## config.mk

```make
export PLATFORM = sky130hd
export DESIGN_NAME = alarm_sequencer_flat
export DESIGN_NICKNAME = d
export VERILOG_FILES = /design/src/rtl/alarm_sequencer_if.sv /design/src/rtl/alarm_sequencer.sv /design/src/flat_wrapper.sv
export SDC_FILE = /design/constraint.sdc
export NUM_CORES = 1
export LEC_CHECK = 0
export ABC_CLOCK_PERIOD_IN_PS = 2500
export CORE_MARGIN = 8
export CORE_UTILIZATION = 25
export DETAILED_ROUTE_END_ITERATION = 10
export GPL_TIMING_DRIVEN = 0
export HOLD_SLACK_MARGIN = 0.1
export PLACE_DENSITY = 0.44
export SKIP_CTS_REPAIR_TIMING = 1
export SYNTH_ARGS = -nofsm -noshare
export SYNTH_HDL_FRONTEND = slang
export SYNTH_SLANG_ARGS = --single-unit
```

## constraint.sdc

```tcl
create_clock -name clk1khz -period 2.5 [get_ports clk1khz]
set_clock_uncertainty 0.1 [all_clocks]
set_input_delay 0.375 -clock clk1khz [delete_from_list [all_inputs] [get_ports clk1khz]]
set_output_delay 0.375 -clock clk1khz [all_outputs]
set_load 0.02 [all_outputs]
```

## src/rtl/alarm_sequencer_if.sv

```systemverilog
// Signal bundle between the alarm sequencer, the timekeeping counters,
// the user buttons and the blink/beep output stage.
interface alarm_sequencer_if;
  logic       alarm_en;
  logic [4:0] cur_hour;
  logic [5:0] cur_min;
  logic [5:0] cur_sec;
  logic [4:0] alm_hour;
  logic [5:0] alm_min;
  logic       snooze_btn;
  logic       stop_btn;
  logic       ring_on;
  logic [1:0] state;
  logic [2:0] snooze_cnt;
  logic       ring_missed;

  modport slave (
    input  alarm_en, cur_hour, cur_min, cur_sec, alm_hour, alm_min,
           snooze_btn, stop_btn,
    output ring_on, state, snooze_cnt, ring_missed
  );

  modport master (
    output alarm_en, cur_hour, cur_min, cur_sec, alm_hour, alm_min,
           snooze_btn, stop_btn,
    input  ring_on, state, snooze_cnt, ring_missed
  );
endinterface

```

## src/rtl/alarm_sequencer.sv

```systemverilog
// Alarm ring/snooze/timeout sequencer running at 1 kHz (one cycle = 1 ms).
// Fires on an hh:mm:00 match and drives the blink generator's `on` input.
module alarm_sequencer #(
  parameter int unsigned RING_TIMEOUT_MS = 60000,
  parameter int unsigned SNOOZE_MS       = 300000,
  parameter int unsigned MAX_SNOOZE      = 3
) (
  input  logic              clk1khz,
  input  logic              rst,
  alarm_sequencer_if.slave  bus
);
  typedef enum logic [1:0] {
    S_IDLE    = 2'b00,
    S_ARMED   = 2'b01,
    S_RINGING = 2'b10,
    S_SNOOZE  = 2'b11
  } state_e;

  localparam logic [31:0] RING_LAST = 32'(RING_TIMEOUT_MS - 1);
  localparam logic [31:0] SNZ_LAST  = 32'(SNOOZE_MS - 1);
  localparam logic [2:0]  SNZ_MAX   = 3'(MAX_SNOOZE);

  state_e      state_q, state_d;
  logic [31:0] timer_q, timer_d;
  logic [2:0]  snooze_cnt_q, snooze_cnt_d;
  logic        ring_missed_q, ring_missed_d;
  logic        ring_on_q;
  logic        fired_q, fired_d;
  logic        stop_prev_q, snooze_prev_q;

  logic match, stop_press, snooze_press;

  assign match = (bus.cur_hour == bus.alm_hour) && (bus.cur_min == bus.alm_min) &&
                 (bus.cur_sec == 6'd0);
  // Stop dominates a simultaneous snooze press.
  assign stop_press   = bus.stop_btn & ~stop_prev_q;
  assign snooze_press = bus.snooze_btn & ~snooze_prev_q & ~stop_press;

  always_comb begin
    state_d       = state_q;
    snooze_cnt_d  = snooze_cnt_q;
    ring_missed_d = ring_missed_q;
    if (stop_press) ring_missed_d = 1'b0;

    if (!bus.alarm_en) begin
      state_d       = S_IDLE;
      snooze_cnt_d  = 3'd0;
      ring_missed_d = 1'b0;
    end else begin
      case (state_q)
        S_IDLE:  state_d = S_ARMED;
        S_ARMED: if (match && !fired_q) state_d = S_RINGING;
        S_RINGING: begin
          if (stop_press) begin
            state_d      = S_ARMED;
            snooze_cnt_d = 3'd0;
          end else if (snooze_press && (snooze_cnt_q < SNZ_MAX)) begin
            state_d      = S_SNOOZE;
            snooze_cnt_d = snooze_cnt_q + 3'd1;
          end else if (timer_q == RING_LAST) begin
            state_d       = S_ARMED;
            snooze_cnt_d  = 3'd0;
            ring_missed_d = 1'b1;
          end
        end
        S_SNOOZE: begin
          if (stop_press) begin
            state_d      = S_ARMED;
            snooze_cnt_d = 3'd0;
          end else if (timer_q == SNZ_LAST) begin
            state_d = S_RINGING;
          end
        end
        default: state_d = S_IDLE;
      endcase
    end

    timer_d = timer_q;
    if (state_d != state_q)
      timer_d = 32'd0;
    else if (state_q == S_RINGING || state_q == S_SNOOZE)
      timer_d = timer_q + 32'd1;

    // fired blocks re-triggering for the rest of the second in which cur_sec stays 0.
    fired_d = fired_q & match;
    if (state_d == S_RINGING && state_q != S_RINGING) fired_d = 1'b1;
  end

  always_ff @(posedge clk1khz) begin
    if (rst) begin
      state_q       <= S_IDLE;
      timer_q       <= 32'd0;
      snooze_cnt_q  <= 3'd0;
      ring_missed_q <= 1'b0;
      ring_on_q     <= 1'b0;
      fired_q       <= 1'b0;
      stop_prev_q   <= 1'b0;
      snooze_prev_q <= 1'b0;
    end else begin
      state_q       <= state_d;
      timer_q       <= timer_d;
      snooze_cnt_q  <= snooze_cnt_d;
      ring_missed_q <= ring_missed_d;
      ring_on_q     <= (state_d == S_RINGING);
      fired_q       <= fired_d;
      stop_prev_q   <= bus.stop_btn;
      snooze_prev_q <= bus.snooze_btn;
    end
  end

  assign bus.ring_on     = ring_on_q;
  assign bus.state       = state_q;
  assign bus.snooze_cnt  = snooze_cnt_q;
  assign bus.ring_missed = ring_missed_q;
endmodule

```

## src/flat_wrapper.sv

```systemverilog
// flat-port wrapper written by rule: the top's interface ports become plain ports
module alarm_sequencer_flat 
#(
  parameter int unsigned RING_TIMEOUT_MS = 60000,
  parameter int unsigned SNOOZE_MS       = 300000,
  parameter int unsigned MAX_SNOOZE      = 3
)
  (clk1khz, rst, bus_alarm_en, bus_cur_hour, bus_cur_min, bus_cur_sec, bus_alm_hour, bus_alm_min, bus_snooze_btn, bus_stop_btn, bus_ring_on, bus_state, bus_snooze_cnt, bus_ring_missed);
  alarm_sequencer_if bus_i ();
  input  logic clk1khz;
  input  logic rst;
  input wire logic [$bits(bus_i.alarm_en)-1:0] bus_alarm_en;
  input wire logic [$bits(bus_i.cur_hour)-1:0] bus_cur_hour;
  input wire logic [$bits(bus_i.cur_min)-1:0] bus_cur_min;
  input wire logic [$bits(bus_i.cur_sec)-1:0] bus_cur_sec;
  input wire logic [$bits(bus_i.alm_hour)-1:0] bus_alm_hour;
  input wire logic [$bits(bus_i.alm_min)-1:0] bus_alm_min;
  input wire logic [$bits(bus_i.snooze_btn)-1:0] bus_snooze_btn;
  input wire logic [$bits(bus_i.stop_btn)-1:0] bus_stop_btn;
  output wire logic [$bits(bus_i.ring_on)-1:0] bus_ring_on;
  output wire logic [$bits(bus_i.state)-1:0] bus_state;
  output wire logic [$bits(bus_i.snooze_cnt)-1:0] bus_snooze_cnt;
  output wire logic [$bits(bus_i.ring_missed)-1:0] bus_ring_missed;
  assign bus_i.alarm_en = bus_alarm_en;
  assign bus_i.cur_hour = bus_cur_hour;
  assign bus_i.cur_min = bus_cur_min;
  assign bus_i.cur_sec = bus_cur_sec;
  assign bus_i.alm_hour = bus_alm_hour;
  assign bus_i.alm_min = bus_alm_min;
  assign bus_i.snooze_btn = bus_snooze_btn;
  assign bus_i.stop_btn = bus_stop_btn;
  assign bus_ring_on = bus_i.ring_on;
  assign bus_state = bus_i.state;
  assign bus_snooze_cnt = bus_i.snooze_cnt;
  assign bus_ring_missed = bus_i.ring_missed;
  alarm_sequencer #(.RING_TIMEOUT_MS(RING_TIMEOUT_MS), .SNOOZE_MS(SNOOZE_MS), .MAX_SNOOZE(MAX_SNOOZE)) u_core (.clk1khz(clk1khz), .rst(rst), .bus(bus_i));
endmodule
```

==> impl_metrics.csv, run 1 <==
group,metric,value,unit
place,gp_congestion,0.756,
flow_run,drv_cap,0,
pwr,ir_worst_vdd,235,uV
finish,stdcell_count,431,
finish,postLayoutCellArea,3020,um2
synthesis,synthSimpleGateAreaFrac,0.283,
place,preCtsSetupSlack,-0.0802,ns
finish,area_growth,28.6,%
sta,setup_violations,0,
global_route,antenna_found_initial,0,
place,dp_hpwl,4.52,mm
global_route,grt_first_pass_wirelength,10.2,mm
pwr,p_switching,301,uW
finish,antennaDiodeCount,0,
routing,vias,2123,
finish,fill_cells,979,
synthesis,syn_avg_cell_area,8.60,um2
worst_setup_path,cp_num_buf_inv,2,
cts,cts_root_buf,"clkbuf_8",
cts,cts.sink_count,42,
place,portBuffers,39,
sta,fmaxAchievable,445,MHz
worst_setup_path,crit_cells,7,
run_status,status,"finished, final reports clean",
worst_setup_path,arrival,2.32,ns
cts,clkLatencyLatePin,0.30,ns
synthesis,synthXorXnorAreaFrac,0.157,
pwr,switching_share,0.205,
routing,ant_nets,0,
global_route,grtUsageTotal,0.0960,
pwr,power.density,486,nW/um2
pwr,power_frac_comb,0.082,
die,dieArea,12700,um2
cts,cts_max_level,2,
synthesis,synth_warnings,0,
pwr,pwr-share-seq,0.458,
worst_setup_path,path_max_fanout,10,
sta,hold_viol_final,0,
synthesis,synth_fa_ha_area_frac,0.0107,
die,start_util,0.255,
global_route,grt_overflow,0,
worst_setup_path,r2r_setup_slack,0.35,ns
die,ioPinCount,40,
synthesis,netlist_instances,273,
cts,clockBufferDepth,2,
routing,first_pass_iters,5,
finish,nets,354,
global_route,grt_max_degree,14,
synthesis,synth_seq_cells,42,
synthesis,ys_seq_area_frac,0.358,
worst_setup_path,crit_start,"bus_cur_sec[1]",
min_path,min_path_type,"reg -> reg",
synthesis,synth_edf_count,0,
finish,drive_gt1_frac,0.0938,
worst_setup_path,worstSetupEndpointType,"register",
synthesis,synthArstFlopShare,0,
synthesis,synth.mux.area_fraction,0.0171,
synthesis,synth_compound_area_frac,0.132,
routing,drt-total-wl,5.97,mm
cts,path_clk_slew,0.08,ns
worst_setup_path,r2r.worst_path.cells,6,
worst_setup_path,cp.required,2.57,ns
worst_setup_path,r2r_end,"u_core.timer_q[1]$_SDFFE_PP0P_",
synthesis,netlist_area,2350,um2
sta,finalSetupTns,0,ns
worst_setup_path,path_delay_family,"simple AND/OR/NAND/NOR gates",
worst_setup_path,cp_slowest_cell,"or4_4",
place,dpl.cell_count,423,
worst_setup_path,worstPathCellList,"clkdlybuf4s50_1 > or4_4 > and4bb_1 > nand4_2 > nand3_1 > buf_4 > a21oi_1",
worst_setup_path,critPathLaunchType,"primary input",
worst_setup_path,worstReg2RegStart,"u_core.timer_q[16]$_SDFFE_PP0P_",
place,place_area,2880,um2
cts,tritoncts,"yes",
synthesis,synth_top_family_by_area,"simple AND/OR/NAND/NOR gates",
pwr,clkPwrFrac,0.460,
sta,relSlewSlack,0.487,
routing,wl_per_cell,13.8,um
routing,drc,0,
sta,setup_slack,0.254,ns
worst_setup_path,max_stage_delay,0.53,ns
die,core,9200,um2
sta,fin_crit,2.25,ns
die,num_rows,35,
global_route,grt_pass1_vias,2103,
cts,cts_buffers,5,
sta,whs,0.378,ns
die,fp.dieW,113,um
sta,tightestPinTransition,0.749,ns
pwr,p_int,1.17,mW
synthesis,synth_ff_type,"dfxtp_1",
die,die_y,113,um
sta,rsz0062_at_grt,"false",
synthesis,syn_nets,308,
sta,drv_slew,0,
pwr,leakage,0.933,nW
routing,dr.first_iter.drc_count,82,
worst_setup_path,endpoint,"u_core.timer_q[1]$_SDFFE_PP0P_",
routing,viasPerCell,4.93,
sta,finalCritPeriodShare,0.898,
synthesis,ys_types,47,
worst_setup_path,critPathKind,"in -> reg",
layout by cell type (no fill, tap or decap), types with 4 or more instances in the layout:
| master | n |
|---|---|
| dfxtp_1 | 42 |
| clkdlybuf4s50_1 | 39 |
| a21oi_1 | 35 |
| xnor2_1 | 32 |
| nor4_1 | 19 |
| nand2_1 | 19 |
| nand3_1 | 13 |
| nor2_1 | 12 |
| nand4_1 | 11 |
| xor2_1 | 10 |
| inv_1 | 9 |
| nor3_1 | 8 |
| clkbuf_8 | 6 |
| and3_1 | 5 |
| buf_2 | 5 |
| and4_1 | 4 |
| clkbuf_1 | 4 |
| nor2b_1 | 4 |
| mux2i_1 | 4 |
layout make-up:
cell class	instances	area, um2	share of cell area
flip-flops and latches	42	841	0.278
plain buffers	13	67.6	0.0224
clock buffers	6	82.6	0.0274
inverters	9	33.8	0.0112
multi-input cells	209	1410	0.465
clock inverters	2	60.1	0.0199
repair buffers	39	390	0.129
well taps	111	139	0.0460
kinds of logic (layout without fill, tap and decap cells):
family	count (synthesis)	after routing
buffers and inverters	22	69
XOR/XNOR	42	42
AO/OA/AOI/OAI	48	48
multiplexers	4	4
adder cells (fa/ha/maj)	2	2
AND/OR/NAND/NOR	113	113
flip-flops	42	42
per-stage QoR:
step / power (mW) / utilization
6_report: 1.47 / 0.328
5_1_grt: 1.53 / 0.328
4_1_cts: 1.49 / 0.328
3_5_place_dp: 0.809 / 0.313
3_3_place_gp: 0.810 / 0.313
2_1_floorplan: 0.739 / -
power by group through the flow:
stage	combinational (mW)	sequential, mW	clock, mW
after CTS	0.122	0.672	0.699
after global placement	0.122	0.688	0
after floorplan	0.0505	0.689	0
final	0.120	0.672	0.676
after detailed placement	0.122	0.688	0
after global routing	0.133	0.672	0.720
worst reg2reg max path: cells and delay by family (launching register included):
family	cells	cell delay, ns
buffers and inverters	1	0.28
flip-flops	1	0.37
AO/OA/AOI/OAI	1	0.10
AND/OR/NAND/NOR	4	1.19
synth_stat cells (all sizes together), types with 2 or more instances:
master / number / area (um2)
or4: 2 / 18.8
nand2: 19 / 71.3
mux2i: 4 / 40.0
nor2b: 4 / 25.0
a221oi: 2 / 23.8
inv: 9 / 33.8
nand3: 15 / 85.1
nor2: 12 / 45.0
buf: 8 / 47.5
nor3: 9 / 56.3
or2: 2 / 12.5
and4: 4 / 35.0
a21oi: 35 / 175
xor2: 10 / 87.6
nor4: 19 / 119
and3: 7 / 46.3
dfxtp: 42 / 841
xnor2: 32 / 280
nand4: 12 / 81.3
a41o: 2 / 20.0
o21ai: 2 / 10.0
ha: 2 / 25.0
clkbuf: 5 / 20.0
routing by layer:
metal / vias up / global-route usage / share of wire
met2: 52 / 0.143 / 0.43
met1: 984 / 0.127 / 0.50
met4: 0 / 0.0240 / 0.010
li1: 1082 / - / -
met5: - / 0 / 0
met3: 5 / 0.0362 / 0.067
registers in the layout, indices dropped and copies added (netlist names):
register	flops
u_core.snooze_prev_q	1
u_core.timer_q	32
u_core.stop_prev_q	1
u_core.bus.ring_on	1
u_core.bus.snooze_cnt	3
u_core.bus.ring_missed	1
u_core.fired_q	1
u_core.bus.state	2
worst min path at each step:
stage                                     startpoint                               endpoint  slack (ns)  cells after the start
2_1_floorplan                                    rst        u_core.snooze_prev_q$_SDFF_PP0_        0.35                      1
3_3_place_gp   u_core.bus.snooze_cnt[2]$_SDFFE_PP0P_  u_core.bus.snooze_cnt[2]$_SDFFE_PP0P_        0.37                      2
3_5_place_dp   u_core.bus.snooze_cnt[2]$_SDFFE_PP0P_  u_core.bus.snooze_cnt[2]$_SDFFE_PP0P_        0.37                      2
4_1_cts        u_core.bus.snooze_cnt[2]$_SDFFE_PP0P_  u_core.bus.snooze_cnt[2]$_SDFFE_PP0P_        0.39                      2
5_1_grt        u_core.bus.snooze_cnt[1]$_SDFFE_PP0P_  u_core.bus.snooze_cnt[1]$_SDFFE_PP0P_        0.42                      2
6_report       u_core.bus.snooze_cnt[2]$_SDFFE_PP0P_  u_core.bus.snooze_cnt[2]$_SDFFE_PP0P_        0.38                      2
Power figures use the tool's default switching activity.
==> run 2, diff against run 1 <==
- CTS_CLUSTER_DIAMETER: default -> 80
==> results of run 2 <==
Same layout as run 1: the final DEF is identical, and so are final timing and power.
==> run 3, diff against run 2 <==
- CORE_UTILIZATION: 25 -> 53
- PLACE_DENSITY: 0.44 -> 0.8
- SKIP_CTS_REPAIR_TIMING: 1 -> default
==> run 3 against run 2 <==
Worst setup slack gained 0.026 ns. Via count is 2.2% higher. Global-route usage grew 7.2 points. Register-to-register slack worse by 0.07 ns. Wire length fell by 9.3%. Core utilization increased by 34 points. Largest cell class unchanged. Cell count down 14%. Total power is 10% lower. Critical path type is now reg -> reg. Fmax up 1.2%. Cell area down 3.6%. First-iteration DRC count is 57% higher.
==> impl_metrics.csv, run 3 (same netlist as run 1, synthesis figures left out) <==
group,metric,value,unit
run_status,status,"finished, final reports clean",
die,die_y,82.6,um
global_route,grt_pass1_vias,2127,
finish,final_cell_mix,"dfxtp_1, clkdlybuf4s50_1, a21oi_1",
global_route,grt_overflow,0,
sta,tightestPinTransition,0.834,ns
finish,nets,354,
worst_setup_path,arrival,2.28,ns
finish,antennaDiodeCount,0,
place,dp_hpwl,4.06,mm
cts,cts.sink_count,42,
cts,post_cts_buffers,0,
min_path,min_path_type,"reg -> reg",
finish,mostFrequentLayoutCell,"dfxtp_1",
flow_run,drv_cap,0,
worst_setup_path,cp.required,2.56,ns
routing,drc,0,
die,ioPinCount,40,
pwr,p_int,1.04,mW
cts,cts_root_buf,"clkbuf_8",
pwr,power.density,453,nW/um2
global_route,grt_first_pass_wirelength,9.21,mm
finish,fill_cells,356,
sta,rsz0062_at_grt,"false",
sta,relSlewSlack,0.429,
sta,finalCritPeriodShare,0.888,
sta,hold_viol_final,0,
die,core,4320,um2
routing,dr.first_iter.drc_count,129,
die,num_rows,24,
routing,first_pass_iters,4,
cts,cts_max_level,2,
finish,stdcell_count,372,
routing,drt-total-wl,5.41,mm
worst_setup_path,r2r_setup_slack,0.28,ns
pwr,leakage,0.914,nW
cts,tritoncts,"yes",
sta,setup_violations,0,
routing,ant_nets,0,
finish,largest_reg_flops,32,
cts,path_clk_slew,0.07,ns
worst_setup_path,path_max_fanout,6,
sta,fmaxAchievable,451,MHz
pwr,clkPwrFrac,0.399,
pwr,ir_worst_vdd,345,uV
place,gp_congestion,0.873,
place,dpl.cell_count,364,
place,portBuffers,39,
finish,area_growth,23.9,%
finish,regMostFlops,"u_core.timer_q",
pwr,power_frac_comb,0.091,
worst_setup_path,critPathKind,"reg -> reg",
routing,vias,2170,
cts,hold_buffers,0,
routing,wl_per_cell,14.5,um
cts,clkLatencyLatePin,0.29,ns
sta,fin_crit,2.22,ns
cts,clockBufferDepth,2,
pwr,switching_share,0.211,
pwr,pwr-share-seq,0.510,
cts,cts_buffers,5,
pwr,p_total,1.32,mW
sta,drv_slew,0,
global_route,antenna_found_initial,0,
routing,viasPerCell,5.83,
die,start_util,0.543,
die,fp.dieW,82.6,um
finish,drive_gt1_frac,0.0875,
pwr,p_switching,278,uW
sta,whs,0.386,ns
global_route,grtUsageTotal,0.168,
global_route,grt_max_degree,13,
worst_setup_path,critPathLaunchType,"register",
sta,finalSetupTns,0,ns
worst_setup_path,worstSetupEndpointType,"register",
die,dieArea,6810,um2
cts,ctsResizeCount,0,
==> run 3: power by group through the flow <==
| stage | Sequential, mW | Combinational (mW) | Clock (mW) |
|---|---|---|---|
| after floorplan | 0.689 | 0.0505 | 0 |
| after global placement | 0.687 | 0.117 | 0 |
| after detailed placement | 0.688 | 0.119 | 0 |
| after CTS | 0.672 | 0.120 | 0.534 |
| after global routing | 0.672 | 0.129 | 0.556 |
| final | 0.672 | 0.120 | 0.525 |
==> run 3: final timing paths <==
path	start	end	depth (start not counted)
setup / recovery	u_core.timer_q[1]$_SDFFE_PP0P_	u_core.timer_q[0]$_SDFFE_PP0P_	6
hold / removal	u_core.bus.snooze_cnt[2]$_SDFFE_PP0P_	u_core.bus.snooze_cnt[2]$_SDFFE_PP0P_	2
setup reg to reg	u_core.timer_q[1]$_SDFFE_PP0P_	u_core.timer_q[0]$_SDFFE_PP0P_	6
hold reg to reg	u_core.bus.snooze_cnt[2]$_SDFFE_PP0P_	u_core.bus.snooze_cnt[2]$_SDFFE_PP0P_	2
==> run 3: stage by stage <==
stage,setup slack (ns),instance area [um2],util
global placement,0.0131,2800,0.648
detailed placement,0.00536,2800,0.648
global route,0.0877,2910,0.673
floorplan,0.556,2350,-
finish,0.280,2910,0.673
CTS,0.300,2910,0.673
==> run 3: cell type report <==
cell class	instances	area (um2)	area share
Sequential cell	42	841	0.289
Inverter	9	33.8	0.0116
Multi-Input combinational cell	209	1410	0.483
Tap cell	52	65.1	0.0224
Buffer	13	67.6	0.0232
Clock inverter	1	30.0	0.0103
Clock buffer	7	76.3	0.0262
Timing Repair Buffer	39	390	0.134
==> run 3: per-layer routing <==
layer,up-vias,global-route usage,wire length (um)
li1,1085,-,-
met1,1027,0.201,2510
met2,51,0.281,2550
met3,7,0.0498,294
met4,0,0.0552,51
met5,-,0,0
==> run 3: critical path, stage by stage (launching register included) <==
cell	delay, ns
dfxtp_1	0.41
ha_1	0.25
nor4b_1	0.25
and4_1	0.35
nand3_2	0.21
o31ai_1	0.39
a221oi_1	0.13
==> RTL change, RTL diff (config.mk and constraints of run 2) <==
`RING_TIMEOUT_MS` is set to 60000 in 2 places; all go to 30000.
--- a/src/rtl/alarm_sequencer.sv
+++ b/src/rtl/alarm_sequencer.sv
@@ -3,3 +3,3 @@
 module alarm_sequencer #(
-  parameter int unsigned RING_TIMEOUT_MS = 60000,
+  parameter int unsigned RING_TIMEOUT_MS = 30000,
   parameter int unsigned SNOOZE_MS       = 300000,
--- a/src/flat_wrapper.sv
+++ b/src/flat_wrapper.sv
@@ -3,3 +3,3 @@
 #(
-  parameter int unsigned RING_TIMEOUT_MS = 60000,
+  parameter int unsigned RING_TIMEOUT_MS = 30000,
   parameter int unsigned SNOOZE_MS       = 300000,
Behaviour: same outputs for any inputs over 10 cycles, from zero or initial values and one cycle with rst high; that may be too few to reach the edited logic, so the function may still have changed.
==> RTL change against run 2 <==
Wire length is 12% higher; global-route usage is 0.61 points higher; design area is 8.0% higher; power down 7.0%; highest routed layer unchanged; setup slack lost 0.17 ns; synthesized area is 8.9% higher; sequential cell count did not move; clock power down 19%; final cell count is 2.6% higher; critical path type unchanged; synthesized cell count down 5.1%; register-to-register slack got worse by 0.19 ns; sequential share of layout area down 2.1 points; fmax shrank 6.9%.
==> RTL change: results (changes against run 2) <==
Layout
The count of non-filler cells in the finished layout is 442 (was 431). The post-layout net count was 340 (was 354). The share of post-route cells with drive strength above 1 was 0.147 (was 0.0938).

Place
The placer's final routability congestion estimate is 0.718 (was 0.756). The cell total after placement is 434 (was 423). The total half-perimeter wirelength after legalization and detailed placement is 4930 µm (was 4520 µm). The placed standard-cell area was 3120 µm² (was 2880 µm²).

Worst hold path
The hold path startpoint is u_core.fired_q (was u_core.bus.snooze_cnt[2]). The hold-critical path endpoint is u_core.fired_q (was u_core.bus.snooze_cnt[2]).

CTS
The clock-pin transition on the worst setup and hold timing paths is 0.09 ns.

Yosys
The count of distinct cell types in the synthesized netlist is 47 (unchanged). Top cells by instance count after synthesis: dfxtp_1 (42), o211a_1 (32), xnor2_1 (29) (was dfxtp_1 (42), a21oi_1 (35), xnor2_1 (32)). The synthesized area per cell is 9.87 µm² (was 8.60 µm²). The total nets after synthesis is 294 (was 308). The sequential share of the synthesized area is 0.329 (was 0.358).

Global routing
The all-layer global routing usage is 0.102 (was 0.0960). The fraction of met3 tracks used by global routing is 0.0318 (was 0.0362). The wire length of the first global-routing pass was 11000 µm (was 10200 µm). The met1 capacity usage during global routing is 0.126 (was 0.127). The met2 routing resource usage after global routing is 0.167 (was 0.143).

Timing
The transition time of the tightest slew-check pin is 0.675 ns (was 0.749 ns). The worst-case hold slack is 0.401 ns (was 0.378 ns). The final number of max-transition violations is 0 (unchanged).

Critical path
The number of cells on the worst reg-to-reg path came to 7 (was 6). The internal reg-to-reg setup slack was 0.16 ns (was 0.35 ns). The arrival time at the worst endpoint is 2.50 ns (was 2.32 ns).

The destination of the worst register-to-register timing path is u_core.timer_q[14] (was u_core.timer_q[1]). The critical register-to-register path startpoint is u_core.timer_q[21] (was u_core.timer_q[16]).

Routing
The vias per cell was 4.77 (was 4.93). The number of DRC violations after detailed-routing iteration 0 is 144 (was 82). The detailed-router iteration count before antenna repair came to 4 (was 5). The final routed wire length divided by cell count is 15.1 µm (was 13.8 µm).

Run status
Run status: completed (unchanged).

Pwr
The leakage power of the design is 1.39 nW (was 0.933 nW).
## RTL change: area by class of cell
class	instances	area (µm²)
fillers	1075	6880
multi-input cells	200	1630
flip-flops and latches	42	841
repair buffers	39	390
well taps	136	170
plain buffers	12	105
clock buffers	5	68.8
clock inverters	3	40.0
inverters	5	18.8
## RTL change: how the worst max path moves through the flow
stage | slack (ns) | endpoint | start
6_report | 0.09 | u_core.timer_q[8] | bus_alm_min[4]
3_3_place_gp | -0.30 | u_core.timer_q[31] | bus_cur_sec[1]
4_1_cts | -0.1 | u_core.timer_q[22] | u_core.timer_q[0]
2_1_floorplan | 0.39 | u_core.timer_q[0] | bus_alm_min[4]
3_5_place_dp | -0.32 | u_core.timer_q[11] | bus_cur_sec[1]
5_1_grt | 0.0006 | u_core.timer_q[7] | bus_snooze_btn
## RTL change: power by group
group	internal [W]	switching, W	total, W
combinational	0.0000814	0.0000656	0.000147
clock	0.000294	0.000252	0.000546
sequential	0.000671	0.00000138	0.000672
total	0.00105	0.000319	0.00137
## RTL change: metrics by stage
step                      utilization  setup slack, ns  setup TNS [ns]
after floorplan                     -            0.389               0
after detailed placement        0.307           -0.315           -9.68
after global placement          0.307           -0.303           -9.50
after global routing            0.322         0.000626               0
final                           0.322           0.0875               0
after CTS                       0.318          -0.0986          -0.523
## RTL change: critical path: stages
cell and delay (ns):
clkdlybuf4s50_1 0.41, xor2_1 0.17, or3_4 0.40, nor4_4 0.32, o22a_2 0.29, nand2_4 0.11
buf_6 0.20, o211a_1 0.22
## RTL change: metal layers
metal / up-vias / routed length (µm) / share of wire
met1: 1000 / 3100 / 0.47
li1: 1059 / - / -
met4: 0 / 69 / 0.010
met5: - / 0 / 0
met2: 44 / 3080 / 0.46
met3: 7 / 399 / 0.060
## RTL change: cells by family (layout without fill, tap and decap cells)
group,Yosys count,after routing,synth area share
AOI/OAI and AO/OA,49,49,0.190
xor gates and xnor gates,42,42,0.144
adders and majority gates,2,2,0.00979
buffers and inverters,17,64,0.0485
DFF,42,42,0.329
muxes,1,1,0.00440
and+or+nand+nor,106,106,0.274
